$ cat src/rtl/bit_drain_sequencer_pkg.sv
`default_nettype none
// ============================================================================
// Module      : bit_drain_sequencer_pkg
// Description : Shared drain-order encodings and FSM state type.
// Revision    : 1.0 - initial release
// ============================================================================
package bit_drain_sequencer_pkg;

    // Same encodings as the first-set-bit selector
    localparam int FF_LEFT_TO_RIGHT = 0;
    localparam int FF_RIGHT_TO_LEFT = 1;

    typedef enum logic [0:0] {
        ST_IDLE  = 1'b0,
        ST_DRAIN = 1'b1
    } drain_state_t;

endpackage
`default_nettype wire

$ cat src/rtl/find_first.sv
`default_nettype none
// ============================================================================
// Module      : find_first
// Description : One-hot select of the first set bit in the configured order.
// Revision    : 1.0 - initial release
// ============================================================================
module find_first
    import bit_drain_sequencer_pkg::*;
#(
    parameter int WIDTH     = 8,
    parameter int OPERATION = FF_LEFT_TO_RIGHT
) (
    input  logic [WIDTH-1:0] vec,
    output logic [WIDTH-1:0] onehot
);

    generate
        if (OPERATION == FF_RIGHT_TO_LEFT) begin : g_lsb_first
            logic w_seen;
            always_comb begin
                w_seen = 1'b0;
                onehot = '0;
                for (int i = 0; i < WIDTH; i++) begin
                    onehot[i] = vec[i] & ~w_seen;
                    w_seen    = w_seen | vec[i];
                end
            end
        end else begin : g_msb_first
            logic w_seen;
            always_comb begin
                w_seen = 1'b0;
                onehot = '0;
                for (int i = WIDTH - 1; i >= 0; i--) begin
                    onehot[i] = vec[i] & ~w_seen;
                    w_seen    = w_seen | vec[i];
                end
            end
        end
    endgenerate

endmodule
`default_nettype wire

$ cat src/rtl/onehot_to_index.sv
`default_nettype none
// ============================================================================
// Module      : onehot_to_index
// Description : One-hot to binary encoder, one OR-tree per index bit.
// Revision    : 1.0 - initial release
// ============================================================================
module onehot_to_index #(
    parameter int WIDTH = 8,
    parameter int IDX_W = $clog2(WIDTH)
) (
    input  logic [WIDTH-1:0] onehot,
    output logic [IDX_W-1:0] index
);

    generate
        for (genvar b = 0; b < IDX_W; b++) begin : g_bit
            logic w_or;
            always_comb begin
                w_or = 1'b0;
                for (int i = 0; i < WIDTH; i++) begin
                    if (((i >> b) & 1) == 1) begin
                        w_or = w_or | onehot[i];
                    end
                end
            end
            assign index[b] = w_or;
        end
    endgenerate

endmodule
`default_nettype wire

$ cat src/rtl/bit_drain_sequencer.sv
`default_nettype none
// ============================================================================
// Module      : bit_drain_sequencer
// Description : Drains a bit-vector one set bit per beat in priority order.
// Revision    : 1.0 - initial release
// ============================================================================
module bit_drain_sequencer
    import bit_drain_sequencer_pkg::*;
#(
    parameter int WIDTH     = 8,
    parameter int OPERATION = FF_LEFT_TO_RIGHT,
    parameter int IDX_W     = $clog2(WIDTH)
) (
    input  logic             clk,
    input  logic             reset_n,
    input  logic             flush,
    input  logic             in_valid,
    output logic             in_ready,
    input  logic [WIDTH-1:0] in_vec,
    output logic             out_valid,
    input  logic             out_ready,
    output logic [WIDTH-1:0] out_onehot,
    output logic [IDX_W-1:0] out_index,
    output logic             out_last,
    output logic [IDX_W:0]   out_count
);

    drain_state_t     r_state;
    logic [WIDTH-1:0] r_rem;
    logic [IDX_W:0]   r_cnt;

    logic [WIDTH-1:0] w_first;
    logic [WIDTH-1:0] w_onehot;
    logic             w_valid;
    logic             w_last;
    logic             w_fire;
    logic             w_accept;

    find_first #(
        .WIDTH     (WIDTH),
        .OPERATION (OPERATION)
    ) u_find_first (
        .vec    (r_rem),
        .onehot (w_first)
    );

    assign w_valid  = (r_state == ST_DRAIN);
    assign w_onehot = w_valid ? w_first : '0;
    assign w_last   = w_valid & ~|(r_rem & ~w_onehot);
    assign w_fire   = w_valid & out_ready;

    // out_ready -> in_ready is a deliberate combinational path for zero-gap reloads
    assign in_ready = ~flush & (~w_valid | (w_last & out_ready));
    assign w_accept = in_valid & in_ready;

    onehot_to_index #(
        .WIDTH (WIDTH),
        .IDX_W (IDX_W)
    ) u_onehot_to_index (
        .onehot (w_onehot),
        .index  (out_index)
    );

    assign out_valid  = w_valid;
    assign out_onehot = w_onehot;
    assign out_last   = w_last;
    assign out_count  = w_valid ? r_cnt : '0;

    always_ff @(posedge clk or negedge reset_n) begin
        if (!reset_n) begin
            r_state <= ST_IDLE;
            r_rem   <= '0;
            r_cnt   <= '0;
        end else if (flush) begin
            r_state <= ST_IDLE;
            r_rem   <= '0;
            r_cnt   <= '0;
        end else begin
            if (w_fire) begin
                r_rem <= r_rem & ~w_onehot;
                r_cnt <= r_cnt + {{IDX_W{1'b0}}, 1'b1};
                if (w_last) begin
                    r_state <= ST_IDLE;
                end
            end
            // A zero vector is consumed without producing a beat
            if (w_accept) begin
                r_rem   <= in_vec;
                r_cnt   <= '0;
                r_state <= (in_vec != '0) ? ST_DRAIN : ST_IDLE;
            end
        end
    end

endmodule
`default_nettype wire

$ cat config.mk
export PLATFORM = sky130hd
export DESIGN_NAME = bit_drain_sequencer
export DESIGN_NICKNAME = d
export VERILOG_FILES = /design/src/rtl/bit_drain_sequencer_pkg.sv /design/src/rtl/find_first.sv /design/src/rtl/onehot_to_index.sv /design/src/rtl/bit_drain_sequencer.sv
export SDC_FILE = /design/constraint.sdc
export NUM_CORES = 1
export LEC_CHECK = 0
export CAP_MARGIN = 10
export CORE_ASPECT_RATIO = 1.75
export CORE_UTILIZATION = 40
export CTS_CLUSTER_DIAMETER = 50
export DETAILED_ROUTE_END_ITERATION = 7
export PLACE_DENSITY = 0.79
export SETUP_SLACK_MARGIN = 0.1
export SYNTH_ARGS = -nofsm -noshare
export SYNTH_HDL_FRONTEND = slang
export SYNTH_SLANG_ARGS = --single-unit
$ cat constraint.sdc
create_clock -name clk -period 3.24 [get_ports clk]
set_clock_uncertainty 0.2 [all_clocks]
set_input_delay 0.81 -clock clk [delete_from_list [all_inputs] [get_ports clk]]
set_output_delay 0.81 -clock clk [all_outputs]
set_load 0.01 [all_outputs]
==> results.ini, run 1 <==
[logic_synthesis]
ys_ff_latch=13
syn_nets=129
synth-edff-count=0
ys_types=46
synth_top_flop_cell=dfrtp_1
netlist_top_cells_area=dfrtp_1 (33%), a32o_1 (6.0%), and2_1 (4.4%), a21oi_1 (3.5%), clkbuf_1 (3.0%)
syn-instance-count=115
ys_async_sr_fraction=1.00
netlist.area_leader.share=0.326
avgSynthCellArea_um2=8.68
synth_seq_area_share=0.326
syn-cell-area_um2=998
synth_common_cells=dfrtp_1 (13), clkbuf_1 (8), nor2_1 (8), a21oi_1 (7), and2_1 (7)
yosysTopAreaCell=dfrtp_1
yosys_warnings=0
synth.most_common_cell=dfrtp_1

[setup_path]
r2r-start=r_rem[4]$_DFFE_PN0P_
required_ps=2230
r2r-end=r_cnt[2]$_DFFE_PN0P_
cp_cell_sequence=or4_4, nor3_4, buf_4, buf_4, and3_1, dlygate4sd2_1
worstRegToRegCells=6
crit_path_start_kind=register
cp.arrival_ps=2070
cp-end-kind=output port
path_max_fanout=4
crit_slowest_cell=or4_4
rrSetupSlack_ps=1030
worst-setup-path-type=reg -> out
path_common_cell=buf_4
slowest_delay_ps=580

[grt]
grt_pass1_vias=1048
grt_pass1_wl_um=4600
grt_overflow=0
grtUsageTotal=0.253
grt_max_degree=14
antenna_found_initial=0

[timing]
setup_viol=0
fmax_ghz=0.325
fin_crit_sh=0.950
setup_slack_ps=162
hold_ws_ps=344
maxSlewViolCount=0
tightest_slew_ps=606
min_period_ps=3080
relSlewSlack=0.595
final_hold_viol_count=0
rsz0062_at_grt=yes

[finish]
layout.nets=166
fin_cells=176
n_antenna_cell=0
post_route_cells_drive_above_1_share=0.185
final_core_util=0.618
area_delta_synth_final_pct=44.4

[drt]
drt_iter0_drc=28
dr.pass1.iters=4
post-route-drc-count=0
avgViaCountPerCell=6.07
ant_nets=0
wl_per_cell_um=16.9
num_vias=1069
wirelength_um=2980

[run]
max-cap-violations=0

[cts]
clock_path_buffers=2
ctsHoldBuffers=0
worst_skew_pair.late_latency_ps=250
cts.sinks=13
cts-root-buf=clkbuf_8
numCtsBuffers=3
path_clk_slew_ps=60
ctsHtreeMaxLevel=1
cts_tree=done

[pwr]
ir_worst_vdd_uv=297
power_leakage_nw=0.652
power.density_nw_per_um2=340

[min_path]
min_path_type=reg -> reg
min_from=r_cnt[3]$_DFFE_PN0P_
hold_path_depth=2
min_to=r_cnt[3]$_DFFE_PN0P_

[floorplanning]
die_w_um=39.8
io_pins=31
rows=23
die_area_um2=2710
die_y_um=68.1
initial_core_util=0.428
core-area_um2=2330

[run_status]
outcome=finished clean

[place]
gp_congestion=1.02
dpl_worst_slack_ps=-332
port_buffers=30
dp_cells=171
post-dp-hpwl_um=2200

[registers in the layout (all words and copies together) (netlist names)]
register   cells
out_valid      1
r_cnt          4
r_rem          8
[logic make-up (layout without fill, tap and decap cells)]
logic type	Yosys count	count (layout)	synth area share
XOR/XNOR	2	2	0.0175
adder cells (fa/ha/maj)	3	3	0.0326
buffers and inverters	17	53	0.0827
AO/OA/AOI/OAI	31	31	0.257
AND/OR/NAND/NOR	49	49	0.284
flip-flops	13	13	0.326
[power by group]
group / leakage [nW] / switching, W / internal, W
clock network: 0.0228 / 0.0000586 / 0.0000869
registers: 0.175 / 0.0000147 / 0.000171
logic: 0.454 / 0.0000792 / 0.0000796
total: 0.652 / 0.000152 / 0.000338
[worst max path at each step]
stage,depth (start not counted),from,endpoint
2_1_floorplan,4,out_ready,in_ready
3_3_place_gp,5,out_ready,in_ready
3_5_place_dp,5,out_ready,in_ready
4_1_cts,5,out_ready,in_ready
5_1_grt,6,r_rem[4]$_DFFE_PN0P_,out_onehot[0]
6_report,6,r_rem[4]$_DFFE_PN0P_,out_onehot[0]
[layer usage]
layer	wire length, µm	global-route usage
met3	145	0.0487
met4	123	0.237
met2	1620	0.389
met5	0	0
met1	1090	0.274
[final cells by class]
type                       instances  area (µm²)
clock buffer                       4        45.0
fill                             200         890
inverter                           5        18.8
multi-input combinational         85         617
sequential                        13         325
tap                               25        31.3
timing repair buffer              44         404
[stage by stage]
stage,setup TNS (ps),cell area (µm²),power [W]
global placement,-311,1360,0.000332
floorplan,0,998,0.000270
finish,0,1440,0.000490
CTS,0,1420,0.000489
detailed placement,-332,1360,0.000338
global route,0,1440,0.000513
[timing repair]
action | in CTS | in global routing
pin swaps | 0 | 0
resized for setup | 8 | 4
setup buffers | 1 | 0
endpoints found under the setup margin | 5 | 4
[critical path: cells and delay by family (launching register included)]
family        cells  cell delay (ps)
flops             1              370
simple gates      3              920
buf+inv           3              520
[placed cells by master, fill, tap and decap left out, types with 5 or more instances in the layout]
cell type and n:
dfrtp_1 13, buf_4 14, and2_1 7, nor2_1 8, dlygate4sd2_1 5, a21oi_1 7, nand3_1 5, a32o_1 6
inv_1 5, nand2_1 6, clkdlybuf4s50_1 23
(Power assumes the default switching activity.)
==> run 2: changes to the inputs <==
Settings changed: CORE_UTILIZATION 40 to 25, PLACE_DENSITY 0.79 to 0.57, SKIP_LAST_GASP set to 1.
==> run 2 against run 1 <==
Cell count up 15%. Largest cell class unchanged. Critical path type unchanged. Via count up 0.56%. Non-clock buffer count up 4. Die area up 57%.
==> results.ini, run 2 (synthesized netlist as in run 1, its figures left out) <==
[run_status]
outcome=finished clean

[setup_path]
r2r-end=r_rem[6]$_DFFE_PN0P_
critPathBufInv=2  ; -1
crit_path_start_kind=register
rrSetupSlack_ps=890  ; -140 ps
cp_cell_sequence=or4_4, nor3_4, buf_4, a22o_1, and2_1, dlygate4sd2_1
required_ps=2230  ; about the same
worst-setup-path-type=reg -> out
path_delay_family=simple AND/OR/NAND/NOR gates
crit_slowest_cell=or4_4
slowest_delay_ps=560  ; -20 ps
path_max_fanout=3  ; -1
cp-end-kind=output port
r2r-start=r_rem[6]$_DFFE_PN0P_
worstRegToRegCells=7  ; +1
cp.arrival_ps=2020  ; -50 ps

[floorplanning]
die_w_um=49.8  ; +25%
io_pins=31  ; unchanged
core-area_um2=3870  ; +66%
die_area_um2=4260  ; +57%
die_y_um=85.6  ; +26%
initial_core_util=0.258  ; -0.170
rows=30  ; +30%

[timing]
setup_viol=0  ; unchanged
relSlewSlack=0.599  ; +0.00463
tightest_slew_ps=599  ; -6.92 ps
setup_slack_ps=208  ; +46.1 ps
finalSetupTns_ps=0  ; unchanged
rsz0062_at_grt=no
final_hold_viol_count=0  ; unchanged
min_period_ps=3030  ; -46.1 ps
maxSlewViolCount=0  ; unchanged
fmax_ghz=0.330  ; +1.5%
fin_crit_sh=0.936  ; -0.0142

[pwr]
power.density_nw_per_um2=334  ; -1.8%
ir_worst_vdd_uv=182  ; -39%
pwr-share-seq=0.371  ; -0.008
clkPwrFrac=0.293  ; -0.004
p_comb_frac=0.336  ; +0.012
swShare=0.316  ; +0.00475
p_switching_w=0.000157  ; +3.0%
power_leakage_nw=0.655  ; +0.39%
p_int_w=0.000340  ; +0.73%

[finish]
largest-register=r_rem
seqCellArea_um2=325  ; unchanged
layout_common_cells=clkdlybuf4s50_1 (23), buf_4 (18), dfrtp_1 (13), nor2_1 (8), and2_1 (7)
largest_reg_flops=8  ; unchanged
fillers=393  ; +97%
final_common_cell=clkdlybuf4s50_1
area_delta_synth_final_pct=49.1
layout.nets=170  ; +2.4%
multi_input_area_um2=612  ; -0.81%
n_antenna_cell=0  ; unchanged
post_route_cells_drive_above_1_share=0.226  ; +0.0404

[grt]
grt_pass1_wl_um=5310  ; +15%
grtUsageTotal=0.162  ; -0.0904
antenna_found_initial=0  ; unchanged
grt_pass1_vias=1120  ; +6.9%
grt_max_degree=20  ; +6
grt_overflow=0  ; unchanged

[cts]
ctsHtreeMaxLevel=1  ; unchanged
path_clk_slew_ps=60  ; about the same
cts-root-buf=clkbuf_8
cts.sinks=13  ; unchanged
clock_path_buffers=2  ; unchanged
worst_skew_pair.late_latency_ps=250  ; about the same
cts_tree=done
numCtsBuffers=3  ; unchanged

[drt]
drt_iter0_drc=16  ; -43%
dr.pass1.iters=4  ; unchanged
ant_nets=0  ; unchanged
post-route-drc-count=0  ; unchanged
num_vias=1075  ; +0.56%
avgViaCountPerCell=5.30  ; -13%
wirelength_um=3220  ; +8.2%
wl_per_cell_um=15.9  ; -6.2%

[min_path]
min_from=r_cnt[3]$_DFFE_PN0P_
min_path_type=reg -> reg
hold_path_depth=2  ; unchanged
min_to=r_cnt[3]$_DFFE_PN0P_

[place]
dpl_worst_slack_ps=-263  ; +68.4 ps
post-dp-hpwl_um=2580  ; +17%
port_buffers=30  ; unchanged
gp_congestion=0.885  ; -13%

[run]
max-cap-violations=0  ; unchanged

-- run 2: routing by layer --
metal	vias to the layer above	GRT usage	wire length, µm
li1	510	-	-
met1	526	0.162	1180
met2	29	0.311	1840
met3	10	0.0230	78
met4	0	0.0883	122
met5	-	0	0
-- run 2: through the flow --
stage | utilization | power, W | instances | cell area [µm²] | hold WS [ps]
2_1_floorplan | - | 0.000270 | 115 | 998 | 303
3_3_place_gp | 0.362 | 0.000341 | 195 | 1400 | 334
3_5_place_dp | 0.362 | 0.000344 | 195 | 1400 | 346
4_1_cts | 0.381 | 0.000497 | 202 | 1470 | 353
5_1_grt | 0.385 | 0.000521 | 203 | 1490 | 396
6_report | 0.385 | 0.000497 | 203 | 1490 | 345
-- run 2: layout make-up --
cell class / instances / area share
multi-input cells: 85 / 0.411
inverters: 5 / 0.0126
repair buffers: 48 / 0.287
flip-flops and latches: 13 / 0.218
well taps: 48 / 0.0403
clock inverters: 1 / 0.00336
clock buffers: 3 / 0.0277
-- run 2: how the worst max path moves through the flow --
stage          endpoint  cells after the start  slack (ps)                 start
2_1_floorplan  in_ready                      4         380             out_ready
3_3_place_gp   in_ready                      5        -220             out_ready
3_5_place_dp   in_ready                      5        -260             out_ready
4_1_cts        in_ready                      6          20             out_ready
5_1_grt        out_last                      6         100  r_rem[7]$_DFFE_PN0P_
6_report       out_last                      6         210  r_rem[6]$_DFFE_PN0P_
-- run 2: timing repair --
item	4_1_cts	5_1_grt
endpoints found under the setup margin	7	2
pin swaps	1	2
hold buffers	0	0
buffers inserted	3	1
gates resized for setup	9	6
-- run 2: worst min-delay path: stages, from the launching register on --
cell,delay (ps)
dfrtp_1,350
xnor2_1,120
nor2_1,40
-- run 2: power by group through the flow --
| stage | Sequential, W | Combinational, W | Clock (W) |
|---|---|---|---|
| 2_1_floorplan | 0.000181 | 0.0000891 | 0 |
| 6_report | 0.000185 | 0.000167 | 0.000146 |
| 5_1_grt | 0.000186 | 0.000180 | 0.000154 |
| 3_5_place_dp | 0.000187 | 0.000157 | 0 |
| 4_1_cts | 0.000184 | 0.000164 | 0.000149 |
| 3_3_place_gp | 0.000186 | 0.000155 | 0 |
